--- config.mk ---
export PLATFORM = sky130hd
export DESIGN_NAME = ysyx_22051013_pipe_ctrl
export DESIGN_NICKNAME = d
export VERILOG_FILES = /design/src/rtl/ysyx_22051013_pipe_ctrl_pkg.sv /design/src/rtl/ysyx_22051013_pipe_ctrl_fwd_sel.sv /design/src/rtl/ysyx_22051013_pipe_ctrl.sv
export SDC_FILE = /design/constraint.sdc
export NUM_CORES = 1
export LEC_CHECK = 0
export ABC_AREA = 1
export CORE_AREA = 10 10 93 95
export DETAILED_ROUTE_END_ITERATION = 10
export DIE_AREA = 0 0 103 105
export PLACE_DENSITY = 0.86
export SETUP_SLACK_MARGIN = 0.1
export SLEW_MARGIN = 25
export SYNTH_ARGS = -nofsm -noshare
export SYNTH_HDL_FRONTEND = slang
export SYNTH_SLANG_ARGS = --single-unit
export TNS_END_PERCENT = 1
--- constraint.sdc ---
create_clock -name clk -period 5.35 [get_ports clk]
set_clock_uncertainty 0.1 [all_clocks]
set_input_delay 0.8025 -clock clk [delete_from_list [all_inputs] [get_ports clk]]
set_output_delay 0.8025 -clock clk [all_outputs]
set_load 0.02 [all_outputs]
--- src/rtl/ysyx_22051013_pipe_ctrl_pkg.sv ---
// Shared encodings for the pipeline controller: memory FSM states, forwarding
// select codes and the reset level.
package ysyx_22051013_pipe_ctrl_pkg;

    typedef enum logic [1:0] {
        MEM_IDLE = 2'd0,
        MEM_REQ  = 2'd1,
        MEM_WAIT = 2'd2,
        MEM_DONE = 2'd3
    } mem_state_e;

    localparam logic [1:0] FWD_RF = 2'b00;
    localparam logic [1:0] FWD_EX = 2'b01;
    localparam logic [1:0] FWD_LS = 2'b10;
    localparam logic [1:0] FWD_WB = 2'b11;

    localparam logic RST_ACTIVE = 1'b0;

endpackage

--- src/rtl/ysyx_22051013_pipe_ctrl_fwd_sel.sv ---
// Per-source forwarding priority mux: the youngest in-flight writer of the
// source register wins; x0 never forwards.
module ysyx_22051013_fwd_sel
    import ysyx_22051013_pipe_ctrl_pkg::*;
(
    input  logic [4:0] src_addr,
    input  logic [4:0] ex_rd_addr,
    input  logic       ex_rd_ena,
    input  logic       ex_is_load,
    input  logic [4:0] ls_rd_addr,
    input  logic       ls_rd_ena,
    input  logic [4:0] wb_rd_addr,
    input  logic       wb_rd_ena,
    output logic [1:0] sel
);

    // NOTE: every output of a combinational block gets a default first so no
    // path through the if/else chain can infer a latch.
    always_comb begin
        sel = FWD_RF;
        if (src_addr == 5'd0) begin
            sel = FWD_RF;
        end else if (ex_rd_ena && (ex_rd_addr == src_addr)) begin
            // A load in EX has no data yet; the load-use stall waits for LS.
            sel = ex_is_load ? FWD_RF : FWD_EX;
        end else if (ls_rd_ena && (ls_rd_addr == src_addr)) begin
            sel = FWD_LS;
        end else if (wb_rd_ena && (wb_rd_addr == src_addr)) begin
            sel = FWD_WB;
        end
    end

endmodule

--- src/rtl/ysyx_22051013_pipe_ctrl.sv ---
// Central stall/flush and forwarding controller of the 5-stage pipeline,
// including the LS data-memory handshake FSM with a deadlock timeout.
module ysyx_22051013_pipe_ctrl
    import ysyx_22051013_pipe_ctrl_pkg::*;
#(
    parameter int TMO_W  = 8,
    parameter int PERF_W = 32
) (
    input  logic              clk,
    input  logic              rst,
    input  logic [4:0]        id_rs1_addr,
    input  logic [4:0]        id_rs2_addr,
    input  logic              id_rs1_used,
    input  logic              id_rs2_used,
    input  logic [4:0]        ex_rd_addr,
    input  logic              ex_rd_ena,
    input  logic              ex_is_load,
    input  logic [4:0]        ls_rd_addr_forward,
    input  logic              ls_rd_ena,
    input  logic [4:0]        wb_rd_addr,
    input  logic              wb_rd_ena,
    input  logic              ex_redirect,
    input  logic              if_busy,
    input  logic              ls_mem_op,
    output logic              mem_req_valid,
    input  logic              mem_req_ready,
    input  logic              mem_resp_valid,
    output logic              pc_stall,
    output logic              ifid_stall,
    output logic              idex_stall,
    output logic              exls_stall,
    output logic              lswb_stall,
    output logic              ifid_flush,
    output logic              idex_flush,
    output logic [1:0]        fwd_rs1_sel,
    output logic [1:0]        fwd_rs2_sel,
    output logic              mem_timeout,
    output logic [PERF_W-1:0] stall_cycles
);

    // Fires on the cycle the counter would step into all-ones.
    localparam logic [TMO_W-1:0] TMO_LAST = {{(TMO_W-1){1'b1}}, 1'b0};

    mem_state_e        state, state_nxt;
    logic [TMO_W-1:0]  tmo_cnt;
    logic              mem_busy;
    logic              tmo_fire;
    logic              load_use;
    logic              in_reset;

    assign in_reset = (rst == RST_ACTIVE);
    assign mem_busy = (state == MEM_REQ) || (state == MEM_WAIT);
    assign tmo_fire = mem_busy && (tmo_cnt == TMO_LAST);
    assign mem_req_valid = (state == MEM_REQ);

    assign load_use = ex_is_load && ex_rd_ena && (ex_rd_addr != 5'd0) &&
                      ((id_rs1_used && (id_rs1_addr == ex_rd_addr)) ||
                       (id_rs2_used && (id_rs2_addr == ex_rd_addr)));

    always_comb begin
        state_nxt = state;
        unique case (state)
            MEM_IDLE: if (ls_mem_op) state_nxt = MEM_REQ;
            MEM_REQ:  if (mem_req_ready) state_nxt = mem_resp_valid ? MEM_DONE : MEM_WAIT;
            MEM_WAIT: if (mem_resp_valid) state_nxt = MEM_DONE;
            MEM_DONE: state_nxt = ls_mem_op ? MEM_REQ : MEM_IDLE;
            default:  state_nxt = MEM_IDLE;
        endcase
        if (tmo_fire) state_nxt = MEM_DONE;
    end

    // NOTE: state registers use non-blocking assignments so every flop samples
    // pre-edge values regardless of block ordering in simulation.
    always_ff @(posedge clk or negedge rst) begin
        if (!rst) begin
            state        <= MEM_IDLE;
            tmo_cnt      <= '0;
            mem_timeout  <= 1'b0;
            stall_cycles <= '0;
        end else begin
            state   <= state_nxt;
            tmo_cnt <= mem_busy ? tmo_cnt + TMO_W'(1) : '0;
            if (tmo_fire) mem_timeout <= 1'b1;
            if (pc_stall && (stall_cycles != '1)) stall_cycles <= stall_cycles + PERF_W'(1);
        end
    end

    // A redirect or load-use seen while memory is busy stays on the inputs
    // because EX is frozen, so it resolves naturally once mem_busy drops.
    always_comb begin
        pc_stall   = 1'b0;
        ifid_stall = 1'b0;
        idex_stall = 1'b0;
        exls_stall = 1'b0;
        lswb_stall = 1'b0;
        ifid_flush = 1'b0;
        idex_flush = 1'b0;
        if (in_reset) begin
            pc_stall = 1'b0;
        end else if (mem_busy) begin
            pc_stall   = 1'b1;
            ifid_stall = 1'b1;
            idex_stall = 1'b1;
            exls_stall = 1'b1;
            lswb_stall = 1'b1;
        end else if (ex_redirect) begin
            ifid_flush = 1'b1;
            idex_flush = 1'b1;
        end else if (load_use) begin
            pc_stall   = 1'b1;
            ifid_stall = 1'b1;
            idex_flush = 1'b1;
        end else if (if_busy) begin
            pc_stall   = 1'b1;
            ifid_flush = 1'b1;
        end
    end

    ysyx_22051013_fwd_sel u_fwd_rs1 (
        .src_addr   (id_rs1_addr),
        .ex_rd_addr (ex_rd_addr),
        .ex_rd_ena  (ex_rd_ena),
        .ex_is_load (ex_is_load),
        .ls_rd_addr (ls_rd_addr_forward),
        .ls_rd_ena  (ls_rd_ena),
        .wb_rd_addr (wb_rd_addr),
        .wb_rd_ena  (wb_rd_ena),
        .sel        (fwd_rs1_sel)
    );

    ysyx_22051013_fwd_sel u_fwd_rs2 (
        .src_addr   (id_rs2_addr),
        .ex_rd_addr (ex_rd_addr),
        .ex_rd_ena  (ex_rd_ena),
        .ex_is_load (ex_is_load),
        .ls_rd_addr (ls_rd_addr_forward),
        .ls_rd_ena  (ls_rd_ena),
        .wb_rd_addr (wb_rd_addr),
        .wb_rd_ena  (wb_rd_ena),
        .sel        (fwd_rs2_sel)
    );

endmodule

==> metrics.md, run 1 <==
| Metric | Value |
|---|---|
| Critical path peak fanout | 43 |
| Ports | slightly above 80 |
| Pin count of the biggest net entering global routing | 44 |
| Netlist cell types | 35 |
| Crit Path Category | input port to output port |
| # nets final | about 630 |
| Pre-CTS setup slack | about 1400 ps |
| GRT overflow | 0 |
| Final Core Density | 0.637 |
| Crit path capture type | output port |
| Synth warn | 0 |
| Fin. Hold Viols | 0 |
| Port Buffers | ~80 |
| Int Power | slightly below 700 uW |
| Synth Instances | 504 |
| Worst vdd ir | around 0.00021 V |
| Setup TNS | 0 ps |
| RD Place Congestion | 1.08 |
| Worst EP arrival | around 3100 ps |
| DR iter-0 viols | between 200 and 300 |
| Wire length per cell | 15.2 um |
| Final Power | 1.17 mW |
| Max_cap viols | 0 |
| Tot GR Track Use | 0.186 |
| Vias per inst | around 5.5 |
| First-pass DRT Iterations | 5 |
| FF+latch count, synth | 43 |
| ANT cells | 0 |
| Gate power share | 0.432 |
| Layout cells sized above 1 | 0.0497 |
| First-pass GRT wire length | 16700 um |
| Period utilization | 0.753 |
| DRC | 0 |
| CTS Hold Buffers Added | 0 |
| Finish-stage setup viols | 0 |
| Die Height | roughly 110 um |
| Clk pwr share | 0.222 |
| Commonest non-fill, non-tap cell in the layout | nand2_1 |
| Worst-Margin Slew | 499 ps |
| Tmin final | between 4000 and 5000 ps |
| RSZ-0062 raised after global routing | no |
| Initial antenna violation count | 0 |
| Register area share after synthesis | 0.321 |
| Fin Hold WS | 201 ps |
| Startpoint type of the worst setup path | input port |
| Final WL | approximately 10000 um |
| Sequential power share | 0.346 |
| Final Instance Area | 0.00431 sq mm |
| Area grow syn2layout | 28.4% |
| Outcome | finished clean |
| Total placed cells including tap cells | 656 |
| Tightest Hold Check Type | input port to asynchronous set/reset pin |
| # clock sinks | between 40 and 50 |
| Psw | 473 uW |
| Sw Share | 0.406 |
| Clock buffer depth | 2 |
| Reg clk slew, reported paths | 80 ps |
| Number of global-route vias before repair | 3593 |
| Core Rows | 30 |
| Post-detailed-route count of antenna-violating nets | 0 |
| Die Width | 103 um |
| CTS tree | yes |
| Highest-count cells in the layout ignoring fill and taps | nand2_1, clkdlybuf4s50_1, inv_1, nand3_1, dfrtp_1 |
| Fmax | 0.248 GHz |
| Post-cts repair resize count | 0 |
| Worst slew margin | 0.667 |
| Area of the core | 0.00676 sq mm |
| Post-Place Cell Area | between 0.004 and 0.005 sq mm |
| Die area | 0.0108 sq mm |
| Initial Util | 0.496 |
| Post-CTS Setup Inserts | 0 |
| Final std cells w/o fill | 664 |
| P per Cell Area | between 200 and 300 mW/mm^2 |
| Vias | 3681 |
| Skew-Pair Late Insertion Delay | 310 ps |
| Post-detail-place hpwl | between 7000 and 8000 um |
| Syn Nets | 550 |
| Num CTS Buffers | 5 |
| Leak | between 2 and 2.5 nW |
| Max Slew Vio Count | 0 |
| # H-tree levels | 2 |
| Clock root buffer | clkbuf_8 |
| Required time of the critical path | 4450 ps |
| Syn Area/Cell | 6.65 sq um |
| Worst Setup Slack, final | 1320 ps |
| Synth Cell Area | 0.00335 sq mm |
cell families (layout without fill, tap and decap cells):
kind of cell               count (synthesis)  after routing  synth area share
DFF                                       43             43             0.321
xor gates and xnor gates                  26             26            0.0679
AOI/OAI and AO/OA                         35             35            0.0635
buffers and inverters                     84            164             0.106
and+or+nand+nor                          308            308             0.411
adders and majority gates                  8              8            0.0299
synthesized netlist by cell type (all sizes together):
library cell	instances	area (sq um)
xnor2	7	61.3
a211oi	4	30.0
o22ai	8	50.1
ha	8	100
a21oi	12	60.1
nand4	10	77.6
inv	72	270
o211ai	1	7.51
and3	3	18.8
dfrtp	43	1080
nand2	165	632
buf	11	82.6
nor4	1	6.26
o21a	1	7.51
nor2	43	176
a31oi	1	6.26
o221ai	1	8.76
a221oi	2	17.5
clkinv	1	3.75
xor2	19	166
o21ai	5	25.0
nand3	58	308
nand3b	4	30.0
nor3	24	130
critical path: stages:
cell             delay (ps)
clkdlybuf4s50_1         600
inv_2                    60
nand2_1                  60
nand2_1                  50
nor2_1                  140
nand4_1                 120
nand2_1                 100
nand3_2                 110
nand3_4                 360
clkdlybuf4s50_1         700
power by group through the flow:
stage	logic (mW)	registers [mW]	clock network, mW
after floorplan	0.330	0.417	0
final	0.504	0.403	0.258
after global routing	0.559	0.408	0.280
after detailed placement	0.506	0.408	0
after CTS	0.507	0.402	0.263
after global placement	0.484	0.406	0
layer usage:
layer,GRT usage,vias up,wire [um]
li1,-,1778,-
met3,0.0455,40,868
met5,0,-,0
met2,0.319,195,4870
met1,0.214,1668,4030
met4,0.0716,0,329
area by class of cell:
cell class / count / area, sq um
multi-input cells: 377 / 1920
repair buffers: 83 / 823
inverters: 73 / 274
well taps: 80 / 100
flip-flops and latches: 43 / 1080
clock inverters: 3 / 43.8
clock buffers: 5 / 68.8
fillers: 574 / 2450
sequential cells by signal, indices dropped and copies added, names as in the netlist:
signal,flops
tmo_cnt,8
state,2
mem_timeout,1
stall_cycles,32
final timing paths:
check / start / endpoint / slack (ps) / cells after the start
max: id_rs2_addr[0] / pc_stall / 1320 / 10
min: rst / mem_timeout$_DFFE_PN0P_ / 200 / 1
max reg2reg: stall_cycles[0]$_DFFE_PN0P_ / stall_cycles[29]$_DFFE_PN0P_ / 3000 / 9
min reg2reg: mem_timeout$_DFFE_PN0P_ / mem_timeout$_DFFE_PN0P_ / 370 / 2
max in group asynchronous: rst / stall_cycles[16]$_DFFE_PN0P_ / 4250 / 2
min in group clk: mem_timeout$_DFFE_PN0P_ / mem_timeout$_DFFE_PN0P_ / 370 / 2
Note: power is estimated with default switching activity, not from simulation.
==> run 2: changes to the inputs <==
Clock period 5.35 ns to 4.2 ns, I/O delays scaled along.
==> run 2 against run 1 <==
  * Global-route usage is 0.35 points lower
  * Worst setup slack worse by 550 ps
  * Combinational power up 30%
  * Count of clock-buffer cells in the layout is the same
  * Wire length shrank 1.6%
  * Sequential cell count stayed put
  * Cell count increased by 0.15%
  * Sequential share of layout area up 0.095 points
  * Total power increased by 23%
  * Hold slack gained 110 ps
  * Clock power increased by 5%
  * Critical path type unchanged
  * Critical endpoint is now ifid_flush
  * Largest cell class unchanged
==> metrics.md, run 2 (same netlist as run 1, synthesis figures left out) <==
| Metric | Value |
|---|---|
| Num CTS Buffers | 5 (unchanged) |
| # fillers | 596 (+3.8%) |
| Final std cells w/o fill | 665 (+0.15%) |
| Port Buffers | 82 (unchanged) |
| Biggest register | stall_cycles |
| Int Power | 826 uW (+19%) |
| Critical path peak fanout | 4 (-91%) |
| Initial antenna violation count | 0 (unchanged) |
| Fin. Hold Viols | 0 (unchanged) |
| Worst-Margin Slew | 549 ps (+49.8 ps) |
| CTS Hold Buffers Added | 0 (unchanged) |
| Post-detail-place hpwl | 7760 um (-1.3%) |
| Tmin final | approximately 3400 ps |
| Vias per inst | 5.51 (-0.69%) |
| First-pass GRT wire length | 16400 um (-1.9%) |
| Post-CTS Setup Inserts | 0 (unchanged) |
| Worst EP arrival | 2700 ps (-430 ps) |
| Pin count of the biggest net entering global routing | 44 (unchanged) |
| Gate power share | 0.456 (+0.024) |
| Period utilization | 0.817 |
| Reg2reg path depth | 9 (unchanged) |
| Fmax | 0.291 GHz |
| Post-cts repair resize count | 0 (unchanged) |
| Area of the core | 0.00676 sq mm (unchanged) |
| R2r setup slk | 1790 ps (-1210 ps) |
| Wire length per cell | 14.9 um (-1.7%) |
| GRT overflow | 0 (unchanged) |
| # clock sinks | 43 (unchanged) |
| Crit path capture type | output port |
| Sequential power share | 0.355 (+0.009) |
| CP max stage delay | 540 ps (-160 ps) |
| Max FFs per register | 32 (unchanged) |
| Finish-stage setup viols | 0 (unchanged) |
| # nets final | 630 (+0.16%) |
| DR iter-0 viols | 257 (-13%) |
| Metal2 WL | 4930 um (+1.2%) |
| Largest registers | stall_cycles x32, tmo_cnt x8, state x2 |
| Top routing layer used | met4 |
| Die Height | 105 um (unchanged) |
| Final Core Density | 0.635 (-0.00241) |
| CTS tree | yes |
| Worst R2R Start | stall_cycles[0]$_DFFE_PN0P_ |
| RR Endpoint | stall_cycles[15]$_DFFE_PN0P_ |
| Total placed cells including tap cells | 657 (+0.15%) |
| Psw | 612 uW (+29%) |
| Tightest Hold Check Type | input port to asynchronous set/reset pin |
| RSZ-0062 raised after global routing | no |
| Tot GR Track Use | 0.182 (-0.00353) |
| Vias | 3661 (-0.54%) |
| Worst slew margin | 0.634 (-0.0332) |
| Worst vdd ir | 0.000209 V (+2.0%) |
| Clk pwr share | 0.188 (-0.034) |
| Post-detailed-route count of antenna-violating nets | 0 (unchanged) |
| # H-tree levels | 2 (unchanged) |
| Reg clk slew, reported paths | 90 ps (about the same) |
| Initial Util | 0.496 (unchanged) |
| Ports | 83 (unchanged) |
| Wire length on met1 | 3980 um (-1.3%) |
| Crit Path Category | input port to output port |
| Die Width | 103 um (unchanged) |
| Core Rows | 30 (unchanged) |
| Max Slew Vio Count | 0 (unchanged) |
| Leak | 2.10 nW (-0.61%) |
| Outcome | finished clean |
| Highest-count cells in the layout ignoring fill and taps | nand2_1, clkdlybuf4s50_1, inv_1, nand3_1, dfrtp_1 |
| Final WL | 9940 um (-1.6%) |
| First-pass DRT Iterations | 5 (unchanged) |
| Layout cells sized above 1 | 0.0513 (+0.00162) |
| Clock buffer depth | 2 (unchanged) |
| Area grow syn2layout | 28.0% |
| Skew-Pair Late Insertion Delay | 310 ps (about the same) |
| Fin Hold WS | 314 ps (+113 ps) |
| Critical Path, Cell by Cell | clkdlybuf4s50_1 > inv_1 > nand2_1 > nand2_1 > nor2_1 > nand4_1 > a21oi_1 > nor2_1 > o21ai_0 > inv_1 > clkdlybuf4s50_1 |
| ANT cells | 0 (unchanged) |
| Slowest-stage cell, CP | clkdlybuf4s50_1 |
| Clock root buffer | clkbuf_8 |
| WL met3 | 762 um (-12%) |
| Sw Share | 0.426 (+0.0196) |
| Number of global-route vias before repair | 3460 (-3.7%) |
| Max_cap viols | 0 (unchanged) |
| Startpoint type of the worst setup path | input port |
| P per Cell Area | 335 mW/mm^2 (+24%) |
| DRC | 0 (unchanged) |
| Commonest non-fill, non-tap cell in the layout | nand2_1 |
| Required time of the critical path | 3470 ps (-980 ps) |
| Setup TNS | 0 ps (unchanged) |
| Final Power | 1.44 mW (+23%) |
| RD Place Congestion | 1.01 (-5.6%) |
| Die area | 0.0108 sq mm (unchanged) |
[run 2: cell count changes in the layout (fill, tap and decap cells not counted)]
cell	before	now
clkinvlp_4	0	2
clkinv_4	1	0
bufinv_16	1	0
buf_4	1	2
[run 2: cell type report]
type / count / area [sq um] / share of cell area
Clock inverter: 3 / 20.0 / 0.00467
Tap cell: 80 / 100 / 0.0233
Inverter: 73 / 274 / 0.0639
Sequential cell: 43 / 1080 / 0.251
Clock buffer: 5 / 68.8 / 0.0160
Timing Repair Buffer: 84 / 831 / 0.194
Multi-Input combinational cell: 377 / 1920 / 0.447
[run 2: power by group through the flow]
| stage | clock (mW) | combinational [mW] | sequential [mW] |
|---|---|---|---|
| 6_report | 0.271 | 0.656 | 0.511 |
| 5_1_grt | 0.294 | 0.721 | 0.519 |
| 4_1_cts | 0.272 | 0.659 | 0.512 |
| 3_5_place_dp | 0 | 0.657 | 0.521 |
| 3_3_place_gp | 0 | 0.628 | 0.517 |
| 2_1_floorplan | 0 | 0.421 | 0.531 |
[run 2: worst max-delay path, delay by kind of cell]
kind | cells | cell delay [ps]
buffers and inverters | 4 | 1210
AND/OR/NAND/NOR | 5 | 520
AO/OA/AOI/OAI | 2 | 350
[run 2: worst max path at each step]
stage,startpoint,end,slack [ps]
after global routing,ex_rd_addr[3],ifid_flush,630
after CTS,ex_rd_addr[3],ifid_flush,800
after global placement,id_rs1_addr[3],fwd_rs1_sel[0],830
final,ex_rd_addr[3],ifid_flush,770
after floorplan,ls_rd_addr_forward[3],fwd_rs2_sel[1],1820
after detailed placement,ex_rd_addr[3],ifid_flush,800
[run 2: per-stage QoR]
step                worst slack (ps)  instance area (sq um)
global route                     630                   4290
global placement                 828                   4200
CTS                              797                   4290
floorplan                       1820                   3350
finish                           768                   4290
detailed placement               801                   4200
[run 2: per-layer routing]
metal  up-vias  track usage
li1       1778            -
met3        26       0.0547
met1      1719        0.218
met4         0       0.0477
met2       138        0.306
met5         -            0
==> run 3: changes to the inputs <==
Settings changed: CORE_AREA 10 10 93 95 to 10 10 98 100, DIE_AREA 0 0 103 105 to 0 0 108 110, PLACE_DENSITY 0.86 to 0.81.
Clock period 4.2 ns to 3.1 ns, I/O delays scaled along.
==> run 3 against run 2 <==
  * Cell count up 5.0%
  * Worst setup slack worse by 500 ps
  * Via count down 2.0%
  * Combinational power grew 35%
  * Design area rose by 3.7%
  * Count of clock-buffer cells in the layout unchanged
  * Clock power increased by 65%
  * Sequential cell count stayed put
  * First-iteration DRC count unchanged
  * Global-route usage is 0.90 points lower
  * Hold slack worse by 280 ps
  * Critical path depth unchanged
  * Highest routed layer unchanged
==> metrics.md, run 3 (same netlist as run 1, synthesis figures left out) <==
| Metric | Value |
|---|---|
| Core Rows | 32 (+6.7%) |
| Crit path capture type | output port |
| Pin count of the biggest net entering global routing | 43 (-2.3%) |
| Area of the core | 0.00765 sq mm (+13%) |
| Max FFs per register | 32 (unchanged) |
| RD Place Congestion | 0.964 (-5.0%) |
| Fin. Hold Viols | 0 (unchanged) |
| Layout cells sized above 1 | 0.0738 (+0.0225) |
| Gate power share | 0.438 (-0.018) |
| Vias | 3587 (-2.0%) |
| Post-detail-place hpwl | 8100 um (+4.4%) |
| Fmax | around 0.35 GHz |
| Largest registers | stall_cycles x32, tmo_cnt x8, state x2 |
| Post-Place Cell Area | 0.00431 sq mm (+2.6%) |
| Reg2reg path depth | 9 (unchanged) |
| Worst vdd ir | 0.000213 V (+1.8%) |
| GRT overflow | 0 (unchanged) |
| Required time of the critical path | 2530 ps (-940 ps) |
| First-pass GRT wire length | 17000 um (+3.5%) |
| Critical path peak fanout | 4 (unchanged) |
| Die Width | 108 um (+4.9%) |
| CTS Hold Buffers Added | 0 (unchanged) |
| Critical Path, Cell by Cell | clkdlybuf4s50_1 > inv_1 > nand2_1 > nand2_1 > nor2_1 > nand4_1 > a21oi_2 > nor2_1 > o21ai_0 > inv_1 > dlygate4sd2_1 |
| Period utilization | 0.914 |
| Final WL | 10100 um (+1.3%) |
| # H-tree levels | 2 (unchanged) |
| RR Endpoint | stall_cycles[18]$_DFFE_PN0P_ |
| Tightest Hold Check Type | input port to asynchronous set/reset pin |
| Leak | 2.29 nW (+9.0%) |
| Met3 GRT Util | 0.0395 (-0.0152) |
| Skew-Pair Late Insertion Delay | 300 ps (about the same) |
| Layer with the highest usage | met2 |
| CTS tree | yes |
| Ports | 83 (unchanged) |
| ANT cells | 0 (unchanged) |
| DRC | 0 (unchanged) |
| WP buf/inv | 4 (unchanged) |
| Vias per inst | 5.14 (-6.7%) |
| Area grow syn2layout | 32.7% |
| Slowest-stage cell, CP | clkdlybuf4s50_1 |
| Post-CTS Setup Inserts | 0 (unchanged) |
| Sequential power share | 0.341 (-0.014) |
| Outcome | finished clean |
| Setup TNS | 0 ps (unchanged) |
| Crit Path Category | input port to output port |
| Delay-heaviest family, CP | buffers and inverters |
| Grt met2 use | 0.291 (-0.0148) |
| Worst R2R Start | stall_cycles[0]$_DFFE_PN0P_ |
| Tmin final | 2830 ps |
| R2r setup slk | 690 ps (-1100 ps) |
| Worst slew margin | 0.690 (+0.0559) |
| First-pass DRT Iterations | 5 (unchanged) |
| Finish-stage setup viols | 0 (unchanged) |
| Sw Share | 0.406 (-0.0200) |
| Port Buffers | 82 (unchanged) |
| Worst-Margin Slew | 464 ps (-84.8 ps) |
| Tot GR Track Use | 0.173 (-0.00904) |
| Met1 usage in global routing | 0.224 (+0.00578) |
| # fillers | 702 (+18%) |
| Clock buffer depth | 2 (unchanged) |
| Initial Util | 0.438 (-0.0578) |
| Commonest non-fill, non-tap cell in the layout | nand2_1 |
| Wire length per cell | 14.4 um (-3.5%) |
| Post-detailed-route count of antenna-violating nets | 0 (unchanged) |
| Clk pwr share | 0.221 (+0.033) |
| Psw | 821 uW (+34%) |
| Max Slew Vio Count | 0 (unchanged) |
| Die area | 0.0119 sq mm (+9.8%) |
| CP max stage delay | 560 ps (+20 ps) |
| Highest-count cells in the layout ignoring fill and taps | nand2_1, clkdlybuf4s50_1, inv_1, nand3_1, dfrtp_1 |
| RSZ-0062 raised after global routing | no |
| Final Core Density | 0.582 (-0.0532) |
| Num CTS Buffers | 5 (unchanged) |
| P per Cell Area | 455 mW/mm^2 (+36%) |
| Startpoint type of the worst setup path | input port |
| Clock root buffer | clkbuf_8 |
| Initial antenna violation count | 0 (unchanged) |
| Max_cap viols | 0 (unchanged) |
| # clock sinks | 43 (unchanged) |
| Worst EP arrival | 2270 ps (-430 ps) |
| Biggest register | stall_cycles |
| DR iter-0 viols | 257 (unchanged) |
| Number of global-route vias before repair | 3478 (+0.52%) |
| # nets final | 641 (+1.7%) |
| Die Height | 110 um (+4.8%) |
| Reg clk slew, reported paths | 90 ps (about the same) |
| Int Power | 1.20 mW (+46%) |
| Final Instance Area | 0.00445 sq mm (+3.7%) |
run 3: cell count changes in the layout (fill, tap and decap cells not counted), sizes merged:
cell and delta:
bufinv +1, buf +11, clkdlybuf4s50 -8, dlygate4sd2 +1, clkinvlp -2, clkinv +1, dlymetal6s2s +7
run 3: how the worst max path moves through the flow:
stage                                from        endpoint  slack (ps)  cells past startpoint
CTS                        id_rs2_addr[2]      idex_flush          30                      9
global placement           id_rs1_addr[2]      ifid_flush          10                     11
global route               id_rs2_addr[1]      ifid_flush         100                     11
floorplan           ls_rd_addr_forward[3]  fwd_rs2_sel[1]        1050                      5
finish                     id_rs2_addr[1]      ifid_flush         270                     11
detailed placement         id_rs2_addr[2]      ifid_flush         -20                     11
run 3: cell type report:
cell class,instances,area (sq um),area share
well taps,102,128,0.0287
inverters,73,274,0.0616
repair buffers,95,930,0.209
multi-input cells,377,1930,0.433
clock buffers,5,68.8,0.0155
flip-flops and latches,43,1080,0.242
clock inverters,3,43.8,0.00985
run 3: repair_timing:
action | 4_1_cts | 5_1_grt
resized for setup | 1 | 10
pin swaps | 0 | 1
hold endpoints to repair | 0 | 0
setup endpoints to repair | 5 | 8
run 3: power groups by stage:
stage               Clock (mW)  Sequential, mW  Combinational [mW]
global route             0.480           0.703               0.990
finish                   0.447           0.691               0.887
detailed placement           0           0.702               0.902
floorplan                    0           0.719               0.570
global placement             0           0.700               0.877
CTS                      0.450           0.691               0.901
run 3: worst register-to-register path, stage by stage, from the launching register on:
cell and delay, ps:
dfrtp_1 430, ha_1 250, inv_1 100, nor2_2 210, inv_2 90, nor2_4 180, nand4_4 400, nand2_4 410
nand2_1 120, nand2_1 70
run 3: metrics by stage:
step                      cells  power (mW)  hold WS [ps]  worst slack, ps
after floorplan             504        1.29          69.4             1050
after detailed placement    690        1.60           351            -19.6
final                       698        2.02          33.2              268
after global routing        698        2.17          53.5              102
after global placement      690        1.58           350             13.2
after CTS                   698        2.04          40.2             25.3
run 3: metal layers:
metal,vias to the layer above,share of wire
met2,108,0.48
met5,-,0
met4,0,0.0087
met3,11,0.075
li1,1795,-
met1,1673,0.43
